### src/rtl/rng_share_ctrl_pkg.sv
// Shared types and constants for the shared 4-bit random source controller.
// The LFSR step function lives here so the generator and any model share one definition.
package rng_pkg;

    typedef enum logic {
        FILL = 1'b0,
        IDLE = 1'b1
    } rng_state_e;

    localparam int             RNG_W        = 4;
    localparam logic [RNG_W-1:0] LFSR_TAPS  = 4'b1100;
    localparam logic [RNG_W-1:0] DEFAULT_SEED = 4'b0001;
    localparam int             FILL_LEN     = 4;

    // Polynomial x^4+x^3+1: shift left, feed back the XOR of the tapped bits.
    function automatic logic [RNG_W-1:0] lfsr_step(input logic [RNG_W-1:0] s);
        return {s[RNG_W-2:0], ^(s & LFSR_TAPS)};
    endfunction

endpackage

### src/rtl/rng_share_ctrl_lfsr4.sv
// Free-running 4-bit maximal-length LFSR with a synchronous parallel load.
// Zero-seed protection is the caller's job; this block loads whatever it is given.
module lfsr4
    import rng_pkg::*;
#(
    parameter logic [RNG_W-1:0] SEED = DEFAULT_SEED
) (
    input  logic             clk,
    input  logic             rst_n,
    input  logic             load,
    input  logic [RNG_W-1:0] load_val,
    output logic [RNG_W-1:0] state
);

    logic [RNG_W-1:0] state_d;
    logic [RNG_W-1:0] state_q;

    always_comb begin
        state_d = lfsr_step(state_q);
        if (load) begin
            state_d = load_val;
        end
    end

    always_ff @(posedge clk) begin
        if (!rst_n) begin
            state_q <= SEED;
        end else begin
            state_q <= state_d;
        end
    end

    assign state = state_q;

endmodule

### src/rtl/rng_share_ctrl.sv
// Round-robin distributor of fresh LFSR values; after each delivery a refill
// window lets every bit of the LFSR shift out before the next value is handed out.
module rng_share_ctrl
    import rng_pkg::*;
#(
    parameter int               N_REQ = 4,
    parameter logic [RNG_W-1:0] SEED  = DEFAULT_SEED
) (
    input  logic             clk,
    input  logic             rst_n,
    input  logic             seed_load,
    input  logic [RNG_W-1:0] seed_value,
    input  logic [N_REQ-1:0] req,
    output logic [N_REQ-1:0] grant,
    output logic             rand_valid,
    output logic [RNG_W-1:0] rand_out,
    output logic             busy
);

    localparam int IDX_W = (N_REQ > 1) ? $clog2(N_REQ) : 1;
    localparam int CNT_W = $clog2(FILL_LEN);

    rng_state_e       state_d, state_q;
    logic [CNT_W-1:0] fill_cnt_d, fill_cnt_q;
    logic [IDX_W-1:0] last_d, last_q;
    logic [N_REQ-1:0] grant_d, grant_q;
    logic [RNG_W-1:0] rand_out_d, rand_out_q;
    logic [RNG_W-1:0] lfsr_val;
    logic [RNG_W-1:0] lfsr_load_val;
    logic [IDX_W-1:0] winner;

    // Search begins one past the last winner so every requester gets a turn.
    function automatic logic [IDX_W-1:0] rr_pick(input logic [N_REQ-1:0] r,
                                                 input logic [IDX_W-1:0] last);
        logic [IDX_W-1:0] win;
        logic             found;
        int               idx;
        win   = last;
        found = 1'b0;
        for (int i = 1; i <= N_REQ; i++) begin
            idx = (int'(last) + i) % N_REQ;
            if (!found && r[idx]) begin
                win   = IDX_W'(idx);
                found = 1'b1;
            end
        end
        return win;
    endfunction

    assign lfsr_load_val = (seed_value == '0) ? SEED : seed_value;

    lfsr4 #(
        .SEED (SEED)
    ) u_lfsr (
        .clk      (clk),
        .rst_n    (rst_n),
        .load     (seed_load),
        .load_val (lfsr_load_val),
        .state    (lfsr_val)
    );

    assign winner = rr_pick(req, last_q);

    always_comb begin
        state_d    = state_q;
        fill_cnt_d = fill_cnt_q;
        last_d     = last_q;
        grant_d    = '0;
        rand_out_d = rand_out_q;

        if (seed_load) begin
            state_d    = FILL;
            fill_cnt_d = '0;
        end else begin
            case (state_q)
                FILL: begin
                    if (fill_cnt_q == CNT_W'(FILL_LEN - 1)) begin
                        state_d    = IDLE;
                        fill_cnt_d = '0;
                    end else begin
                        fill_cnt_d = fill_cnt_q + 1'b1;
                    end
                end
                IDLE: begin
                    if (|req) begin
                        grant_d    = N_REQ'(1) << winner;
                        rand_out_d = lfsr_val;
                        last_d     = winner;
                        state_d    = FILL;
                        fill_cnt_d = '0;
                    end
                end
                default: begin
                    state_d    = FILL;
                    fill_cnt_d = '0;
                end
            endcase
        end
    end

    always_ff @(posedge clk) begin
        if (!rst_n) begin
            state_q    <= FILL;
            fill_cnt_q <= '0;
            last_q     <= IDX_W'(N_REQ - 1);
            grant_q    <= '0;
            rand_out_q <= '0;
        end else begin
            state_q    <= state_d;
            fill_cnt_q <= fill_cnt_d;
            last_q     <= last_d;
            grant_q    <= grant_d;
            rand_out_q <= rand_out_d;
        end
    end

    assign grant      = grant_q;
    assign rand_valid = |grant_q;
    assign rand_out   = rand_out_q;
    assign busy       = (state_q == FILL);

endmodule
### config.mk
export PLATFORM = sky130hd
export DESIGN_NAME = rng_share_ctrl
export DESIGN_NICKNAME = d
export VERILOG_FILES = /design/src/rtl/rng_share_ctrl_pkg.sv /design/src/rtl/rng_share_ctrl_lfsr4.sv /design/src/rtl/rng_share_ctrl.sv
export SDC_FILE = /design/constraint.sdc
export NUM_CORES = 1
export LEC_CHECK = 0
export BUFFER_PORTS_ARGS = -buffer_cell sky130_fd_sc_hd__buf_4
export CELL_PAD_IN_SITES_DETAIL_PLACEMENT = 2
export CELL_PAD_IN_SITES_GLOBAL_PLACEMENT = 2
export CORE_ASPECT_RATIO = 0.7
export CORE_MARGIN = 2
export CORE_UTILIZATION = 30
export DETAILED_ROUTE_END_ITERATION = 8
export PLACE_DENSITY = 0.84
export SLEW_MARGIN = 10
export SYNTH_ARGS = -nofsm -noshare
export SYNTH_HDL_FRONTEND = slang
export SYNTH_SLANG_ARGS = --single-unit
### constraint.sdc
create_clock -name clk -period 1.3 [get_ports clk]
set_input_delay 0.195 -clock clk [delete_from_list [all_inputs] [get_ports clk]]
set_output_delay 0.195 -clock clk [all_outputs]
set_load 0.01 [all_outputs]
---- Word level (Yosys, flattened, before mapping) ----
Cells that the tools add are included.
word-level totals
  word-level logic and storage cells ...... 70
  output and inout bits ................... 10
  input bits .............................. 11
  flip-flop bits (word level) ............. 17
  memory bits (read-only) ................. 0
  latch bits .............................. 0
  RAM bits ................................ 0
  memories kept ........................... 0
operators by class
  muxes and demuxes ....................... 27
  reductions and logical operators ........ 17
  div/mod/pow operators ................... 0
  shifts and indexed selects .............. 1
  multipliers ............................. 0
  $add $sub $neg .......................... 5
  equality and inequality tests ........... 2
  magnitude comparators ................... 4
  bitwise operators ....................... 8
operators by type and width
  kind                                                                      number
  3-bit by 4-bit < comparator with 1-bit output (second input constant)     4
  1-bit two-way mux                                                         13
  2-bit two-way mux                                                         6
  4-bit OR reduction                                                        3
  2-bit OR reduction                                                        5
  1-bit binary-select mux with 2-bit select                                 4
  4-bit two-way mux                                                         2
  2-bit by 1-bit adder with 2-bit output (second input constant)            3
  2-bit adder (second input constant)                                       2
  1-bit bitwise AND (first input constant)                                  4
  4-bit logical NOT                                                         1
  1-bit NOT                                                                 4
  2-bit one-hot mux with 2 select lines                                     1
  4-bit parity                                                              1
  1-bit by 2-bit << shifter with 4-bit output (first input constant)        1
  1-bit logical AND                                                         3
  1-bit logical NOT                                                         3
  3-bit AND reduction                                                       1
  2-bit equality test (second input constant)                               1
  2-bit by 1-bit inequality test with 1-bit output (second input constant)  1
  1-bit one-hot mux with 2 select lines                                     1

---- Longest topological paths before layout ----
Gate-level depths: netlist (run 1).
  depth after elaboration ................. 17
  gate-level depth with buffers ........... 6

---- Modules after synthesis ----
Synthesis (run 1) repeated with hierarchy kept, for this count alone.
unflattened totals
  cell total of the unflattened synthesis .. 80
  area total of the unflattened synthesis .. 750.7 um2
modules (own cells, without submodules)
  module          cells each  instances  area each (um2)
  rng_share_ctrl  65          1          583.1
  lfsr4           15          1          167.7

---- Worst setup path after synthesis (run 1) ----
OpenSTA, ideal clock, no wires.
  path kind ............................... reg2reg
  from .................................... register last_q[0]
  to ...................................... register grant_q[1] (netlist: grant[1])
  cell stages (with the launch flop) ...... 5
  arrival time ............................ 1.044 ns
  setup slack ............................. 0.141 ns
  setup time .............................. 0.115 ns
  required time ........................... 1.185 ns
  clock period less this slack ............ 1.159 ns
  buffers on the path ..................... 0
  path through ............................ dfxtp_1 > nand2b_1 > o21ai_1 > a221o_1 > and3_1
between the ends
  cells in the longest elaborated chain, start to end .. 15
  elaborated cells on any way between the ends .. 30
  classes of those cells .................. 4 x add/sub; 1 x shift; 19 x mux; 6 x reduce/logical
RTL lines
  what                                                   RTL line               source
  start, declared                                        rng_share_ctrl.sv:25   logic [IDX_W-1:0] last_d, last_q;
  start signal, assigned                                 rng_share_ctrl.sv:105  last_q <= IDX_W'(N_REQ - 1);
  start signal, assigned                                 rng_share_ctrl.sv:111  last_q <= last_d;
  2-bit by 1-bit adder with 2-bit output                 rng_share_ctrl.sv:41   idx = (int'(last) + i) % N_REQ;
  1-bit binary-select mux with 2-bit select              rng_share_ctrl.sv:42   if (!found && r[idx]) begin
  1-bit two-way mux (not written as such) (2 in series)  rng_share_ctrl.sv:42
  1-bit two-way mux                                      rng_share_ctrl.sv:42
  1-bit logical NOT                                      rng_share_ctrl.sv:42
  1-bit logical AND                                      rng_share_ctrl.sv:42
  1-bit two-way mux                                      rng_share_ctrl.sv:42
  1-bit logical NOT                                      rng_share_ctrl.sv:42
  1-bit logical AND                                      rng_share_ctrl.sv:42
  1-bit two-way mux                                      rng_share_ctrl.sv:42
  1-bit logical NOT                                      rng_share_ctrl.sv:42
  1-bit logical AND                                      rng_share_ctrl.sv:42
  2-bit two-way mux *                                    rng_share_ctrl.sv:42
  1-bit by 2-bit << shifter with 4-bit output *          rng_share_ctrl.sv:86   grant_d = N_REQ'(1) << winner;
  end signal, assigned                                   rng_share_ctrl.sv:112  grant_q <= grant_d;
  end, declared                                          rng_share_ctrl.sv:26   logic [N_REQ-1:0] grant_d, grant_q;
Every way passes the cells marked *; elsewhere a longest branch is shown, timed or not. The select of a mux whose other input is x is not followed.
A chain may end at the register's enable or synchronous reset.

---- Final worst setup path (run 1) ----
  from .................................... register grant_q[1] (netlist: grant[1])
  to ...................................... output port rand_valid
between the ends
  cells in the longest elaborated chain, start to end .. 1
RTL lines
  what                RTL line               source
  4-bit OR reduction  rng_share_ctrl.sv:118  assign rand_valid = |grant_q;
  end, declared       rng_share_ctrl.sv:15   output logic rand_valid,
Every way passes these cells.

==> run_results.csv, run 1 <==
group,metric,value,unit
yosys,synthAdderAreaFrac,0.01595,
yosys,ys_top_cells_by_area,"dfxtp_1 43%, a21boi_2 5.7%, mux2i_1 3.8%, nand2_1 3.8%, nand2_2 3.2%",
flow_run,cap_violations,0,
timing,setup_ws,-0.1114,ns
critical_path,critPathBufInv,1,
critical_path,cp-start-kind,"flip-flop",
pwr,ir_worst_vdd,0.5418,mV
yosys,synth-compound-area-share,0.1802,
finish,syn_to_final_growth,32.38,%
critical_path,critPathKind,"reg2out",
place,place_area,958.4,µm²
floorplan,die_w,65.12,µm
hold_path,min_path_type,"in2reg",
critical_path,cp_top_family,"simple AND/OR/NAND/NOR gates",
yosys,synth_cells,82,
route,via_count,683,
yosys,synth_xor_area_frac,0.01116,
finish,fin_nets,117,
pwr,pwr-share-clk,0.376,
timing,tightest_slew,0.3601,ns
yosys,yosys_register_bits,17,
clock_network,clk_pin_slew,0.07,ns
clock_network,clock-sinks,17,
clock_network,post_cts_buffers,0,
route,viasPerCell,4.949,
yosys,ys_warn_count,0,
place,place.gp.congestion,0.8081,
grt,grt_pass1_vias,727,
yosys,synth_top_area_cell,"dfxtp_1",
place,pre_cts_slack,-0.01174,ns
timing,period_share,1.086,
route,ant_nets,0,
critical_path,cp_slowest_cell,"or4_4",
timing,maxSlewHeadroom,0.7600,
clock_network,cts-root-buf,"clkbuf_8",
floorplan,ios,21,
finish,drive_gt1_frac,0.4327,
yosys,ys_top_cells_by_count,"17 x dfxtp_1, 8 x nand2_1",
yosys,synth_nets,94,
yosys,ys_types,32,
yosys,yosysTopAreaCellShare,0.4338,
pwr,leakage,0.4290,nW
route,dr.first_iter.drc_count,16,
grt,grt_max_degree,12,
yosys,syn_area,784.5,µm²
place,dpl.hpwl,1605,µm
finish,nFillCells,280,
timing,hold_violations,0,
timing,slew_violations,0,
grt,overflow,0,
yosys,synthMuxAreaShare,0.03828,
finish,fin_area,1039,µm²
route,drt-total-wl,2117,µm
route,drtPass1Iterations,4,
yosys,synth_ff_type,"dfxtp_1",
pwr,p_seq_frac,0.523,
pwr,combPwrFrac,0.101,
grt,grtUsageTotal,0.1597,
timing,clock_skew,0.004810,ns
yosys,avgSynthCellArea,9.567,µm²
floorplan,rows,15,
grt,grt_pass1_wl,3491,µm
clock_network,cts_max_path_buffers,2,
yosys,async_flop_share,0,
status,outcome,"finished, violations left",
grt,antenna_found_initial,0,
critical_path,required,1.11,ns
timing,finalSetupViolCount,1,
critical_path,cp_max_fo,2,
pwr,power.density,998.6,nW/µm²
floorplan,die-area,3047,µm²
critical_path,path_cells,"or4_4 -> buf_6",
clock_network,cts_made_buffers,3,
place,port_buffers,20,
timing,fmax,0.7085,GHz
finish,diodes,0,
route,drc,0,
pwr,p_sw_frac,0.2299,
floorplan,core-area,2477,µm²
yosys,synth_simple_gate_area_frac,0.2727,
yosys,synth_seq_area_share,0.4338,
pwr,intPower,0.7986,mW
yosys,synth_top_family_by_area,"simple AND/OR/NAND/NOR gates",
critical_path,crit_arrival,1.22,ns
critical_path,endpoint_kind,"output pin",
floorplan,initial_core_util,0.3167,
pwr,p_switching,0.2384,mW
yosys,synth_edf_count,0,
status,violations,"setup timing",
yosys,synth.most_common_cell,"dfxtp_1",
floorplan,die_h,46.79,µm
timing,rsz0062_at_grt,"true",
timing,period_minus_slack,1.411,ns
route,post_drt_wl_per_cell,15.34,µm
clock_network,htree_levels,1,
clock_network,cts_hold_buf,0,
clock_network,clkLatencyLatePin,0.25,ns
clock_network,cts_tree,"done",
critical_path,max_stage_delay,0.52,ns
[power groups by stage]
stage	Sequential, mW	Clock, mW	Combinational, mW
after floorplan	0.551	0	0.0539
after global placement	0.553	0	0.0936
after detailed placement	0.554	0	0.0992
after CTS	0.543	0.400	0.102
after global routing	0.543	0.436	0.114
final	0.543	0.390	0.104
[area by class of cell]
| type | count | area [µm²] | share of cell area |
|---|---|---|---|
| clock buffers | 3 | 41.29 | 0.03976 |
| repair buffers | 21 | 161.4 | 0.1554 |
| inverters | 3 | 11.26 | 0.01084 |
| clock inverters | 1 | 5.005 | 0.004819 |
| multi-input cells | 59 | 434.2 | 0.4181 |
| well taps | 34 | 42.54 | 0.04096 |
| flip-flops and latches | 17 | 342.8 | 0.3301 |
[cell families after synthesis]
logic type	after synthesis
AOI/OAI and AO/OA	19
adders and majority gates	1
and+or+nand+nor	35
DFF	17
buffers and inverters	6
xor gates and xnor gates	1
muxes	3
[worst reg2reg max path, delay by kind of cell, from the launching register on]
family	cells	cell delay, ns
flip-flops	1	0.37
AND/OR/NAND/NOR	2	0.31
AO/OA/AOI/OAI	2	0.47
[final timing paths]
kind                    start  cells past startpoint         endpoint  slack (ns)
setup / recovery     grant[1]                      2       rand_valid       -0.11
hold / removal          rst_n                      2  u_lfsr.state[0]        0.21
setup reg to reg    last_q[0]                      4         grant[1]        0.04
hold reg to reg   rand_out[0]                      2      rand_out[0]        0.46
[placed cells by master, fill, tap and decap left out, drive strengths merged, types with 4 or more instances in the layout]
cell    synthesis  routed
a21oi           4       4
nand2b          5       5
nor2            4       4
nand2          12      12
buf             2      21
a21boi          4       4
o21ai           4       4
dfxtp          17      17
[layer usage]
layer  track usage  part of all wire
met1        0.1782              0.43
met2        0.2990              0.52
met3       0.04796             0.044
met4       0.06250             0.014
met5             0                 0
[state kept, by name (all words and copies together) (netlist names)]
name / cells
fill_cnt_q: 2
grant: 4
last_q: 2
rand_out: 4
state_q: 1
u_lfsr.state: 4
[per-stage QoR]
| stage | hold slack (ns) | setup TNS, ns | cells | utilization | power [mW] |
|---|---|---|---|---|---|
| after global routing | 0.2247 | -0.1771 | 138 | 0.4192 | 1.093 |
| after detailed placement | 0.4602 | -0.04698 | 134 | 0.3869 | 0.6536 |
| final | 0.2089 | -0.1114 | 138 | 0.4192 | 1.037 |
| after floorplan | 0.3314 | 0 | 82 | - | 0.6052 |
| after global placement | 0.4514 | 0 | 134 | 0.3869 | 0.6465 |
| after CTS | 0.2092 | -0.1273 | 138 | 0.4116 | 1.045 |
[timing repair]
item / CTS / global route
pin swaps: 2 / 2
endpoints found under the setup margin: 4 / 6
gates resized for setup: 4 / 5
hold endpoints to repair: 0 / 0
No activity file was read; power rests on OpenSTA's default activity.
==> run 2, diff against run 1 <==
--- a/config.mk
+++ b/config.mk
@@ -6,13 +6,13 @@
 export NUM_CORES = 1
 export LEC_CHECK = 0
 export BUFFER_PORTS_ARGS = -buffer_cell sky130_fd_sc_hd__buf_4
-export CELL_PAD_IN_SITES_DETAIL_PLACEMENT = 2
-export CELL_PAD_IN_SITES_GLOBAL_PLACEMENT = 2
+export CELL_PAD_IN_SITES_DETAIL_PLACEMENT = 1
+export CELL_PAD_IN_SITES_GLOBAL_PLACEMENT = 1
 export CORE_ASPECT_RATIO = 0.7
 export CORE_MARGIN = 2
-export CORE_UTILIZATION = 30
+export CORE_UTILIZATION = 37
 export DETAILED_ROUTE_END_ITERATION = 8
-export PLACE_DENSITY = 0.84
+export PLACE_DENSITY = 0.83
 export SLEW_MARGIN = 10
 export SYNTH_ARGS = -nofsm -noshare
 export SYNTH_HDL_FRONTEND = slang
==> run_results.csv, run 2 (synthesis gave the netlist of run 1 again) <==
group,metric,value,unit
status,outcome,"finished, violations left",
status,violations,"setup timing",
critical_path,cp-start-kind,"flip-flop",
finish,final_cell_mix,"20 x buf_4, 13 x dfxtp_1, 8 x nand2_1",
pwr,leakage,0.4321,nW
finish,diodes,0,
hold_path,hold_start,"rst_n",
flow_run,cap_violations,0,
clock_network,htree_levels,1,
critical_path,required,1.11,ns
grt,grtUsageTotal,0.1617,
finish,drive_gt1_frac,0.4519,
pwr,ir_worst_vdd,0.4988,mV
clock_network,clkLatencyLatePin,0.29,ns
critical_path,crit_arrival,1.27,ns
place,port_buffers,20,
timing,clock_skew,0.001964,ns
place,place_area,943.4,µm²
clock_network,post_cts_buffers,0,
timing,holdWs,0.1569,ns
timing,rsz0062_at_grt,"true",
floorplan,die-area,2510,µm²
clock_network,cts_max_path_buffers,2,
floorplan,initial_core_util,0.4087,
timing,setup_ws,-0.1699,ns
finish,nFillCells,217,
grt,antenna_found_initial,0,
critical_path,reg2reg_from,"last_q[0]",
finish,fin_nets,117,
route,drtPass1Iterations,3,
timing,hold_violations,0,
timing,finalSetupViolCount,1,
timing,fmax,0.6803,GHz
floorplan,core-area,1919,µm²
critical_path,critPathKind,"reg2out",
place,dpl.hpwl,1357,µm
pwr,power.density,921.3,nW/µm²
route,drc,0,
critical_path,cp_max_fo,2,
finish,layout_commonest_cell,"buf_4",
clock_network,cts_tree,"done",
grt,grt_pass1_wl,2946,µm
timing,period_share,1.131,
finish,fin_area,1010,µm²
finish,regArea,345.3,µm²
route,viasPerCell,5.167,
floorplan,die_h,42.53,µm
finish,syn_to_final_growth,28.71,%
critical_path,endpoint_kind,"output pin",
route,ant_nets,0,
clock_network,cts_made_buffers,3,
floorplan,ios,21,
route,via_count,651,
route,post_drt_wl_per_cell,14.78,µm
floorplan,rows,13,
grt,grt_pass1_vias,647,
grt,grt_max_degree,12,
grt,overflow,0,
finish,multi_input_area,436.7,µm²
route,dr.first_iter.drc_count,6,
place,place.gp.congestion,0.8065,
timing,maxSlewHeadroom,0.7926,
clock_network,clock-sinks,17,
hold_path,min_path_type,"in2reg",
pwr,power,0.9302,mW
clock_network,cts_hold_buf,0,
floorplan,die_w,59.04,µm
route,drt-total-wl,1862,µm
critical_path,cp-startpoint,"grant[1]",
timing,slew_violations,0,
timing,tightest_slew,0.3111,ns
timing,period_minus_slack,1.470,ns
clock_network,clk_pin_slew,0.10,ns
clock_network,cts-root-buf,"clkbuf_4",
-- run 2: through the flow --
stage	util	TNS, ns	worst slack [ns]	std cells
2_1_floorplan	-	0	0.1407	82
3_3_place_gp	0.4915	0	0.05085	122
3_5_place_dp	0.4915	-0.01355	-0.01355	122
4_1_cts	0.5104	-0.1865	-0.1865	126
5_1_grt	0.5261	-0.2146	-0.2146	126
6_report	0.5261	-0.1699	-0.1699	126
-- run 2: area by class of cell --
| type | instances | share of cell area |
|---|---|---|
| Multi-Input combinational cell | 59 | 0.4325 |
| Sequential cell | 17 | 0.3420 |
| Timing Repair Buffer | 21 | 0.1599 |
| Tap cell | 22 | 0.02726 |
| Clock buffer | 3 | 0.02230 |
| Inverter | 3 | 0.01115 |
| Clock inverter | 1 | 0.004957 |
-- run 2: layer usage --
layer  vias up  wire [µm]  global-route usage
li1        329          -                   -
met1       302        842              0.2056
met2        15        912              0.2467
met3         5         82             0.06481
met4         0         25             0.05455
met5         -          0                   0
-- run 2: critical path: stages, from the launching register on --
cell and delay, ns:
dfxtp_2 0.33, or4_4 0.52, buf_6 0.13
-- run 2: final timing paths --
path / endpoint / slack [ns] / depth (start not counted)
worst max-delay path: rand_valid / -0.17 / 2
worst min-delay path: u_lfsr.state[0] / 0.16 / 2
worst max register to register: grant[1] / 0.09 / 4
worst min register to register: rand_out[3] / 0.47 / 2
-- run 2: power by group --
| group | internal (mW) | switching (mW) |
|---|---|---|
| Sequential | 0.533 | 0.00856 |
| Combinational | 0.0525 | 0.0503 |
| Clock | 0.115 | 0.171 |
| Total | 0.700 | 0.230 |
-- run 2: timing repair --
action,in CTS,in global routing
endpoints found under the setup margin,1,6
resized for setup,3,8
pin swaps,1,1
